--- src/rtl/pkt_buffer_reader.sv ---
// Packet FIFO reader: parses a length header and streams the payload bytes little-endian.
// Optional statistics counters are built when PKT_BUFFER_READER_STATS_EN is defined.
module pkt_buffer_reader #(
    parameter int unsigned MAX_PKT_BYTES = 2048
) (
    input  logic        clk_i,
    input  logic        rst_i,
    input  logic        fifo_empty_i,
    output logic        fifo_rd_en_o,
    input  logic [63:0] fifo_data_i,
    output logic [7:0]  byte_o,
    output logic        valid_o,
    input  logic        ready_i,
    output logic        last_o,
    output logic        err_o,
    output logic [31:0] pkt_count_o,
    output logic [15:0] drop_count_o
);

    localparam int unsigned WORD_W = 64;
    localparam int unsigned LEN_W  = 16;
    localparam int unsigned WCNT_W = 14;

    localparam logic [1:0] S_IDLE = 2'd0;
    localparam logic [1:0] S_HDR  = 2'd1;
    localparam logic [1:0] S_DATA = 2'd2;
    localparam logic [1:0] S_DROP = 2'd3;

    logic [1:0]        state;
    logic [1:0]        state_nxt;
    logic [WCNT_W-1:0] words_left;
    logic [LEN_W-1:0]  bytes_left;
    logic              rd_inflight;
    logic [WORD_W-1:0] buf_mem [2];
    logic              wr_ptr;
    logic              rd_ptr;
    logic [1:0]        buf_cnt;
    logic [2:0]        byte_idx;

    logic [LEN_W-1:0]  hdr_len;
    logic              hdr_ok;
    logic [WCNT_W-1:0] hdr_words;
    logic              rd_c;
    logic              word_rd_c;
    logic              err_c;
    logic              hs_c;
    logic              last_hs_c;
    logic              head_vld_c;
    logic [WORD_W-1:0] head_c;
    logic              load_c;
    logic              pop_c;

    assign hdr_len   = fifo_data_i[LEN_W-1:0];
    assign hdr_ok    = (hdr_len != '0) && (32'(hdr_len) <= 32'(MAX_PKT_BYTES));
    assign hdr_words = WCNT_W'((17'(hdr_len) + 17'd7) >> 3);

    // The word returning this cycle is usable straight off the bus when the buffer is empty.
    assign hs_c       = valid_o & ready_i;
    assign last_hs_c  = hs_c & last_o;
    assign head_vld_c = (buf_cnt != 2'd0) || rd_inflight;
    assign head_c     = (buf_cnt != 2'd0) ? buf_mem[rd_ptr] : fifo_data_i;
    assign load_c     = (state == S_DATA) && head_vld_c && (bytes_left != '0) && (!valid_o || ready_i);
    assign pop_c      = load_c && ((byte_idx == 3'd7) || (bytes_left == 16'd1));

    // Read enable stays combinational so it can never fire on a FIFO that just went empty.
    assign fifo_rd_en_o = rd_c & ~rst_i;

    always_ff @(posedge clk_i) begin
        if (rst_i) state <= S_IDLE;
        else       state <= state_nxt;
    end

    always_comb begin
        state_nxt = state;
        rd_c      = 1'b0;
        word_rd_c = 1'b0;
        err_c     = 1'b0;
        case (state)
            S_IDLE: begin
                if (!fifo_empty_i) begin
                    rd_c      = 1'b1;
                    state_nxt = S_HDR;
                end
            end
            S_HDR: begin
                if (hdr_ok) begin
                    state_nxt = S_DATA;
                end else begin
                    err_c     = 1'b1;
                    state_nxt = (hdr_len == '0) ? S_IDLE : S_DROP;
                end
            end
            S_DATA: begin
                if (last_hs_c) begin
                    if (!fifo_empty_i) begin
                        rd_c      = 1'b1;
                        state_nxt = S_HDR;
                    end else begin
                        state_nxt = S_IDLE;
                    end
                end else if ((words_left != '0) && !fifo_empty_i &&
                             ((3'(buf_cnt) + 3'(rd_inflight)) < 3'd2)) begin
                    rd_c      = 1'b1;
                    word_rd_c = 1'b1;
                end
            end
            S_DROP: begin
                if (!fifo_empty_i) begin
                    rd_c      = 1'b1;
                    word_rd_c = 1'b1;
                    if (words_left == WCNT_W'(1)) state_nxt = S_IDLE;
                end
            end
            default: state_nxt = S_IDLE;
        endcase
    end

    always_ff @(posedge clk_i) begin
        if (rd_inflight) buf_mem[wr_ptr] <= fifo_data_i;
    end

    always_ff @(posedge clk_i) begin
        if (rst_i) begin
            words_left  <= '0;
            bytes_left  <= '0;
            rd_inflight <= 1'b0;
            wr_ptr      <= 1'b0;
            rd_ptr      <= 1'b0;
            buf_cnt     <= '0;
            byte_idx    <= '0;
            byte_o      <= '0;
            valid_o     <= 1'b0;
            last_o      <= 1'b0;
            err_o       <= 1'b0;
        end else begin
            err_o       <= err_c;
            rd_inflight <= word_rd_c && (state == S_DATA);

            if (state == S_HDR) begin
                words_left <= hdr_words;
                byte_idx   <= '0;
            end else if (word_rd_c) begin
                words_left <= words_left - WCNT_W'(1);
            end

            if (rd_inflight) wr_ptr <= ~wr_ptr;
            if (pop_c) begin
                rd_ptr   <= ~rd_ptr;
                byte_idx <= '0;
            end else if (load_c) begin
                byte_idx <= byte_idx + 3'd1;
            end
            buf_cnt <= buf_cnt + 2'(rd_inflight) - 2'(pop_c);

            if (state == S_HDR) begin
                bytes_left <= hdr_len;
            end else if (load_c) begin
                bytes_left <= bytes_left - 16'd1;
            end

            // Output register advances only when empty or being accepted, so a stall holds it.
            if (load_c) begin
                byte_o  <= head_c[{byte_idx, 3'b000} +: 8];
                valid_o <= 1'b1;
                last_o  <= (bytes_left == 16'd1);
            end else if (hs_c) begin
                valid_o <= 1'b0;
                last_o  <= 1'b0;
            end
        end
    end

`ifdef PKT_BUFFER_READER_STATS_EN
    always_ff @(posedge clk_i) begin
        if (rst_i) begin
            pkt_count_o  <= '0;
            drop_count_o <= '0;
        end else begin
            if (last_hs_c) pkt_count_o  <= pkt_count_o + 32'd1;
            if (err_o)     drop_count_o <= drop_count_o + 16'd1;
        end
    end
`else
    assign pkt_count_o  = '0;
    assign drop_count_o = '0;
`endif

endmodule

--- config.mk ---
export PLATFORM = sky130hd
export DESIGN_NAME = pkt_buffer_reader
export DESIGN_NICKNAME = d
export VERILOG_FILES = /design/src/rtl/pkt_buffer_reader.sv
export SDC_FILE = /design/constraint.sdc
export NUM_CORES = 1
export LEC_CHECK = 0
export BUFFER_PORTS_ARGS = -buffer_cell sky130_fd_sc_hd__buf_2
export CAP_MARGIN = 25
export CORE_MARGIN = 4
export CORE_UTILIZATION = 30
export CTS_CLUSTER_SIZE = 30
export DETAILED_ROUTE_END_ITERATION = 10
export PLACE_DENSITY = 0.51
export SETUP_SLACK_MARGIN = 0.15
export SLEW_MARGIN = 15
export SYNTH_ARGS = -nofsm -noshare
export SYNTH_HDL_FRONTEND = slang
export SYNTH_SLANG_ARGS = --single-unit
--- constraint.sdc ---
create_clock -name clk_i -period 5.6 [get_ports clk_i]
set_input_delay 1.12 -clock clk_i [delete_from_list [all_inputs] [get_ports clk_i]]
set_output_delay 1.12 -clock clk_i [all_outputs]
set_load 0.01 [all_outputs]
---- Word-level counts from Yosys, hierarchy flattened ----
Memories as Yosys holds them, arrays and structs flattened. A register that Yosys moved wholly into a read port is not among the register bits.
Index checks and enable logic that the tools add are counted.
word-level totals
  logic and storage cells ................. 95
  output and inout bits ................... 60
  bits in writable memories ............... 128
  memories ................................ 1
  register bits after elaboration ......... 51
  memory bits (read-only) ................. 0
  latch bits .............................. 0
  input port bits ......................... 68
cells by class
  multiply operators ...................... 0
  shift operators ......................... 1
  bitwise operators ....................... 7
  reductions and logical operators ........ 26
  add/subtract/negate cells ............... 7
  div/mod/pow operators ................... 0
  mux-type cells .......................... 29
  equal/unequal tests ..................... 10
  $lt $le $gt $ge ......................... 2
memory list
  name     words  bits a word  read ports  clocked after memory_dff  wr ports  RTL line  RTL
  buf_mem  2      64           1           1                         1         34        logic [WORD_W-1:0] buf_mem [2];
operator list
  cell                                                                                count
  64-bit 2-to-1 mux                                                                   1
  64-bit by 7-bit variable part select with 8-bit output                              1
  16-bit 2-to-1 mux                                                                   2
  16-bit nonzero test                                                                 2
  14-bit 2-to-1 mux                                                                   2
  16-bit by 3-bit adder with 17-bit output, second input constant                     1
  16-bit by 1-bit == test with 1-bit output, second input constant                    1
  16-bit by 12-bit less-or-equal comparator with 1-bit output, second input constant  1
  16-bit logical NOT                                                                  1
  16-bit by 1-bit subtractor with 16-bit output, second input constant                1
  14-bit by 1-bit == test with 1-bit output, second input constant                    1
  14-bit nonzero test                                                                 1
  14-bit by 1-bit subtractor with 14-bit output, second input constant                1
  1-bit 2-to-1 mux                                                                    13
  2-bit 2-to-1 mux                                                                    6
  1-bit logical AND                                                                   8
  2-bit != test, second input constant                                                4
  2-bit one-hot mux with 4 select lines                                               1
  2-bit nonzero test                                                                  4
  3-bit 2-to-1 mux                                                                    2
  2-bit OR reduction                                                                  3
  2-bit == test, second input constant                                                2
  1-bit inverter                                                                      4
  1-bit one-hot mux with 2 select lines                                               2
  12 further kinds                                                                    17

---- Logic depth before layout (Yosys ltp) ----
Gate-level depths: netlist of run 1.
  word-level depth ........................ 8
  gate-level depth with buffers ........... 12

---- Worst setup path after synthesis of run 1 ----
No wires, ideal clock.
  path type ............................... register to register
  start point ............................. reg rd_inflight
  end point ............................... mem buf_mem[0][0] (enable)
  clock period less this slack ............ 3,773 ps
  path slack .............................. 1,827 ps
  data arrival time ....................... 3,279 ps
  required time ........................... 5,106 ps
  buffers on the path ..................... 0
  library setup time ...................... 494 ps
  stages on the path, launching flop included .. 2
  path through ............................ dfxtp_1 nor2b_1
on the way
  cells in the longest elaborated chain, start to end .. 2
ends and longest elaborated chain
  item                                    RTL line  RTL
  from (decl)                             33        logic rd_inflight;
  from (signal assigned)                  137       rd_inflight <= word_rd_c && (state == S_DATA);
  1-bit 2-to-1 mux                        119       if (rd_inflight) buf_mem[wr_ptr] <= fifo_data_i;
  1-bit 2-to-1 mux (implied by the code)  119
  to (decl)                               34
No other way between the ends.

---- Final worst setup path of run 1 ----
  start point ............................. reg words_left[2]
  end point ............................... out fifo_rd_en_o
on the way
  cells in the longest elaborated chain, start to end .. 7
ends and longest elaborated chain
  item                                   RTL line  RTL
  from (decl)                            31        logic [WCNT_W-1:0] words_left;
  from (signal assigned)                 140       words_left <= hdr_words;
  from (signal assigned)                 143       words_left <= words_left - WCNT_W'(1);
  14-bit nonzero test                    101       end else if ((words_left != '0) && !fifo_empty_i &&
  1-bit logical AND (2 in a row)         101
  1-bit 2-to-1 mux                       101
  1-bit 2-to-1 mux                       94        if (last_hs_c) begin
  1-bit one-hot mux with 2 select lines  78        case (state)
  1-bit AND                              66        assign fifo_rd_en_o = rd_c & ~rst_i;
  to (decl)                              9         output logic fifo_rd_en_o,
No other way between the ends.

==> reports/metrics.yaml, run 1 <==
outcome: "finished clean"
fmax_mhz: 272
numCtsBuffers: 17
worstPathArrival_ps: 2550
vias: 6388
area_growth_pct: 13.1
antenna_found_initial: 2
p_sw_frac: 0.340
htreeDepth: 4
synth.ff_latch_count: 180
slew_headroom: 0.362
layout_worst_path_cycle_share: 0.656
core_area_um2: 29900
syn_inst: 791
worstPathRequired_ps: 4480
crit-reg2reg-launch: "bytes_left[8]"
min-delay-start: "byte_o[3]"
wl_per_cell_um: 18.6
reg2reg_slack_ps: 2720
clkLatencyLatePin_ps: 440
p_sw_w: 0.00128
synth_area_leader_cell: "edfxtp_1"
setup_viol: 0
cpPeakStageDelay_ps: 710
die-area_um2: 33400
p_comb_frac: 0.242
fin_crit_ps: 3670
synth_ff_type: "edfxtp_1"
routabilityCongestion: 0.814
grt_pass1_wl_mm: 35.9
crit_fanout: 8
slew_viol_final: 0
critPathBufInv: 1
r2r-end: "buf_cnt[1]"
synth_common_cells: "128 x edfxtp_1, 52 x dfxtp_1, 49 x nor2_1"
critPathTopFamily: "simple AND/OR/NAND/NOR gates"
synth.most_common_cell: "edfxtp_1"
fill_cells: 2988
clkSinkCount: 180
ctsResizeCount: 0
rsz0062_at_grt: "false"
die_h_um: 183
hold_buffers: 0
ir_drop_uv: 361
grt_max_degree: 65
hold_end: "byte_o[3]"
synth_area_leaders: "edfxtp_1 42%, dfxtp_1 11%, mux4_2 4.2%, buf_4 3.9%, mux2_2 2.8%"
power_frac_seq: 0.436
drive_gt1_frac: 0.207
critPathCaptureType: "output port"
antenna_left: 0
placement_rows: 63
ios: 128
clkTransAtPathRegs_ps: 80
finalNetCount: 932
drc_errors: 0
clockRootBuffer: "clkbuf_16"
postSynthAreaPerCell_um2: 11.6
initial_utilization: 0.307
hold-path-cell-count: 2
port_buffers: 79
synth_warnings: 0
internal_power_w: 0.00247
clk_path_buf_depth: 2
min_path_type: "register to register"
synth_top_cell_area_share: 0.420
skew_ps: 16.9
dp_worst_setup_slack_ps: 2200
power_density_nw_per_um2: 362
post_drt_via_cell_ratio: 5.10
multi_input_area_um2: 3840
start_kind: "register"
grt_pass1_vias: 6074
hold_violations: 0
timing.final.ws_setup_ps: 1930
path_class: "register to output port"
die_x_um: 183
routed_wl_mm: 23.3
synth_cell_types: 67
yosysSeqAreaShare: 0.533
r2r_cells: 9
maxCapViolCount: 0
grt_overflow: 0
clkPwrFrac: 0.322
path_cells: "or4_1 -> or4_4 -> a21oi_1 -> nor3_1 -> buf_2"
postCtsSetupBuffers: 0
antenna_cells: 0
firstDrtPassIters: 5
cts_tree: "yes"
tns_ps: 0
grt_usage: 0.139
worst_pin_slew_ps: 955
drt-initial-drc-count: 510
p_leak_nw: 3.49
netlist_area_um2: 9160
final-seq-area_um2: 4890
hpwl_mm: 15.7
ys_async_sr_fraction: 0
synth-edff-count: 128
slowest_stage: "or4_1"
## layer usage
layer	vias up	global-route usage	routed length, µm	part of all wire
li1	3076	-	-	-
met1	3121	0.197	11000	0.47
met2	168	0.220	11000	0.47
met3	19	0.0280	1140	0.049
met4	4	0.0339	215	0.0092
met5	-	0	24	0.0010
## cell usage in the layout, fill, tap and decap left out, types with 7 or more instances in the layout
| cell type | instances |
|---|---|
| o21ai_0 | 29 |
| nand4_1 | 9 |
| edfxtp_1 | 128 |
| dfxtp_1 | 50 |
| a2bb2oi_1 | 7 |
| nor3_1 | 29 |
| a21oi_1 | 30 |
| mux2_2 | 23 |
| buf_2 | 79 |
| nor2_1 | 48 |
| o22ai_1 | 7 |
| buf_4 | 10 |
| o211ai_1 | 7 |
| nand2b_1 | 9 |
| a31oi_1 | 7 |
| nor4_1 | 21 |
| nand2_1 | 42 |
| mux2i_1 | 24 |
| a311oi_1 | 12 |
| mux4_2 | 17 |
| inv_1 | 19 |
| nor2b_1 | 15 |
| ha_1 | 14 |
| a211oi_1 | 13 |
| nand3_1 | 14 |
| xnor2_1 | 25 |
| clkbuf_16 | 17 |
| conb_1 | 48 |
| a2111oi_0 | 16 |
## power groups by stage
stage	Clock [W]	Combinational (W)	Sequential [W]
2_1_floorplan	0	0.000724	0.00164
3_3_place_gp	0	0.000897	0.00166
6_report	0.00121	0.000906	0.00164
3_5_place_dp	0	0.000898	0.00166
5_1_grt	0.00129	0.00101	0.00165
4_1_cts	0.00124	0.000904	0.00163
## flip-flops by register name (all words and copies together), names as in the netlist, named ones only
| register | flops |
|---|---|
| buf_cnt | 2 |
| valid_o | 1 |
| err_o | 1 |
| wr_ptr | 1 |
| state | 2 |
| rd_inflight | 1 |
| byte_o | 8 |
| bytes_left | 16 |
| buf_mem | 128 |
| last_o | 1 |
| byte_idx | 3 |
| words_left | 14 |
| rd_ptr | 1 |
## worst max-delay path by stage
stage	start	end	slack, ps	cells after the start
global placement	fifo_empty_i	fifo_rd_en_o	2220	6
CTS	words_left[2]	fifo_rd_en_o	1920	5
finish	words_left[2]	fifo_rd_en_o	1930	5
floorplan	rd_inflight	buf_mem[0][0]	1830	1
global route	words_left[2]	fifo_rd_en_o	1860	5
detailed placement	fifo_empty_i	fifo_rd_en_o	2200	6
## worst min-delay path, delay by kind of cell (launching register included)
kind	cells	cell delay, ps
AND/OR/NAND/NOR	1	90
AO/OA/AOI/OAI	1	50
flip-flops	1	310
## metrics by stage
step                      hold WS (ps)  utilization  power (W)  cell area (µm²)  cells
after floorplan                    481            -    0.00236             9340    838
after global routing               518        0.347    0.00396            10400   1253
after global placement             483        0.327    0.00256             9760   1221
final                              499        0.347    0.00375            10400   1253
after CTS                          505        0.347    0.00378            10400   1253
after detailed placement           493        0.327    0.00256             9760   1221
## layout make-up
cell class,count,area share
clock buffer,17,0.0411
clock inverter,15,0.0173
inverter,20,0.00725
multi-input combinational,542,0.370
sequential,180,0.472
tap,390,0.0471
timing repair buffer,89,0.0454
## logic make-up after synthesis
family | Yosys count | share of synthesized area
buffers and inverters | 116 | 0.0686
DFF | 180 | 0.533
adders and majority gates | 14 | 0.0191
other | 1 | 0.000409
and+or+nand+nor | 223 | 0.126
xor gates and xnor gates | 27 | 0.0258
AOI/OAI and AO/OA | 166 | 0.131
muxes | 64 | 0.0963
Power figures use the tool's default switching activity.
==> run 2, diff against run 1 <==
ABC_AREA = 1   (was not set)
PLACE_DENSITY = 0.53   (was 0.51)
clock period = 3.04 ns   (was 5.6 ns; I/O delays follow)
==> run 2 against run 1 <==
Against the previous run:
- first-iteration DRC count rose by 0.39%
- core utilization increased by 0.17 points
- setup slack got worse by 1400 ps
- flip-flop and latch count unchanged
- clock power is 89% higher
- combinational power increased to 3.2 times the previous value
- non-clock buffer count up 11
- routed wire length grew 19%
- sequential power up 86%
- area after synthesis is 6.9% higher
- global-route usage rose by 1.5 points
- critical endpoint unchanged
- highest routed layer is now met4
==> reports/metrics.yaml, run 2 <==
outcome: "finished clean"
drive_gt1_frac: 0.127
antenna_found_initial: 0
synth_ff_type: "edfxtp_1"
synth_area_leader_cell: "edfxtp_1"
start_kind: "register"
synth-edff-count: 128
final_common_cell: "nand2_1"
synth-simple-area-share: 0.318
routed_wl_mm: 27.8
crit_fanout: 5
synth_mux_area_frac: 0
grt_max_degree: 65
fin_util: 0.349
finalNetCount: 1365
synth_cell_types: 43
grt_overflow: 0
fill_cells: 3381
top_regs: "buf_mem (128), bytes_left (16), words_left (14)"
clockRootBuffer: "clkbuf_16"
grt_pass1_vias: 7419
path_class: "register to output port"
grt_usage: 0.154
slew_viol_final: 0
netlist_area_um2: 9800
syn_inst: 1217
power_density_nw_per_um2: 739
routabilityCongestion: 0.834
clkPwrFrac: 0.278
die_h_um: 189
numCtsBuffers: 17
postSynthAreaPerCell_um2: 8.05
maxCapViolCount: 0
synth-compound-area-share: 0.0566
synth.most_common_cell: "nand2_1"
firstDrtPassIters: 7
area_growth_pct: 13.4
p_comb_frac: 0.350
ios: 128
drc_errors: 0
p_leak_nw: 4.66
synth_xor_area_frac: 0.00715
clkTransAtPathRegs_ps: 80
p_sw_frac: 0.389
synth_area_leaders: "edfxtp_1 39%, nand2_1 13%, dfxtp_1 11%, nand3_1 10%, nor2_1 4.9%"
total_power_w: 0.00821
slew_headroom: 0.461
reg2reg_slack_ps: 640
grt_pass1_wl_mm: 43.0
clkLatencyLatePin_ps: 450
power_frac_seq: 0.372
min_path_type: "input pin to register"
setup_viol: 0
antenna_cells: 0
drt-initial-drc-count: 512
die_x_um: 189
synth_top_cell_area_share: 0.392
htreeDepth: 4
fin_crit_ps: 2520
tns_ps: 0
placement_rows: 65
synth_common_cells: "340 x nand2_1, 205 x nand3_1, 129 x nor2_1"
final_cell_mix: "340 x nand2_1, 205 x nand3_1, 128 x nor2_1, 128 x edfxtp_1, 89 x inv_1"
antenna_left: 0
ys_async_sr_fraction: 0
p_sw_w: 0.00319
clkSinkCount: 180
postCtsSetupBuffers: 0
hold_buffers: 0
port_buffers: 79
yosysSeqAreaShare: 0.499
hpwl_mm: 18.6
critPathCaptureType: "output port"
vias: 8166
hold_violations: 0
ctsResizeCount: 0
skew_ps: 9.44
largest_register: "buf_mem"
synthAdderAreaFrac: 0.0179
fmax_mhz: 397
core_area_um2: 31900
largest_reg_flops: 128
worstPathArrival_ps: 1910
worst_pin_slew_ps: 805
layout_worst_path_cycle_share: 0.829
synth.ff_latch_count: 180
initial_utilization: 0.307
ir_drop_uv: 524
wl_per_cell_um: 16.1
internal_power_w: 0.00502
die-area_um2: 35600
cts_tree: "yes"
synth_top_family_by_area: "simple AND/OR/NAND/NOR gates"
synth_warnings: 0
post_drt_via_cell_ratio: 4.72
rsz0062_at_grt: "false"
worstPathRequired_ps: 2430
clk_path_buf_depth: 2
## run 2: cell count changes after synthesis, sizes merged, moves of 24 or more
cell	previous run	this run
xnor2	25	1
mux2i	24	0
nor2	49	137
inv	20	93
nand3	14	209
nand2	42	345
## run 2: power by group through the flow
stage | logic (W) | clock network [W] | registers, W
after global placement | 0.00284 | 0 | 0.00310
after floorplan | 0.00231 | 0 | 0.00306
after CTS | 0.00288 | 0.00234 | 0.00305
after global routing | 0.00333 | 0.00246 | 0.00309
after detailed placement | 0.00286 | 0 | 0.00311
final | 0.00287 | 0.00229 | 0.00305
## run 2: cells by family (layout without fill, tap and decap cells)
kind of cell | after synthesis | in the layout
and+or+nand+nor | 715 | 715
buffers and inverters | 199 | 231
DFF | 180 | 180
AOI/OAI and AO/OA | 100 | 100
adders and majority gates | 14 | 14
xor gates and xnor gates | 8 | 8
other | 1 | 48
## run 2: final cells by class
| type | count | area [µm²] | area share |
|---|---|---|---|
| clock buffers | 17 | 425 | 0.0383 |
| multi-input cells | 885 | 4100 | 0.369 |
| repair buffers | 100 | 591 | 0.0532 |
| flip-flops and latches | 180 | 4890 | 0.440 |
| inverters | 99 | 375 | 0.0338 |
| well taps | 435 | 544 | 0.0490 |
| clock inverters | 15 | 185 | 0.0167 |
## run 2: worst paths after layout
kind                                       from        endpoint  cells after the start
worst max-delay path                   state[0]    fifo_rd_en_o                      7
worst min-delay path            fifo_data_i[21]  buf_mem[0][21]                      1
worst max register to register    bytes_left[0]      buf_cnt[1]                     15
worst min register to register    words_left[1]   words_left[1]                      2
## run 2: layer usage
metal	vias to the layer above	global-route usage	part of all wire
met5	-	0	0
met4	0	0.0322	0.012
met3	22	0.0298	0.053
met2	230	0.242	0.47
met1	3860	0.221	0.47
li1	4054	-	-
## run 2: stage by stage
stage          hold slack, ps  area [µm²]  cells  setup WS (ps)
3_3_place_gp              453       10500   1699            656
4_1_cts                   332       11100   1731            486
5_1_grt                   334       11100   1731            338
2_1_floorplan             441        9980   1264            506
3_5_place_dp              453       10500   1699            652
6_report                  354       11100   1731            521
## run 2: worst max-delay path: stages (launching register included)
cell      delay [ps]
dfxtp_1          330
inv_1            130
ha_1             250
inv_1             90
nor3_1           180
nor2_1            60
a211oi_1         250
buf_2            180
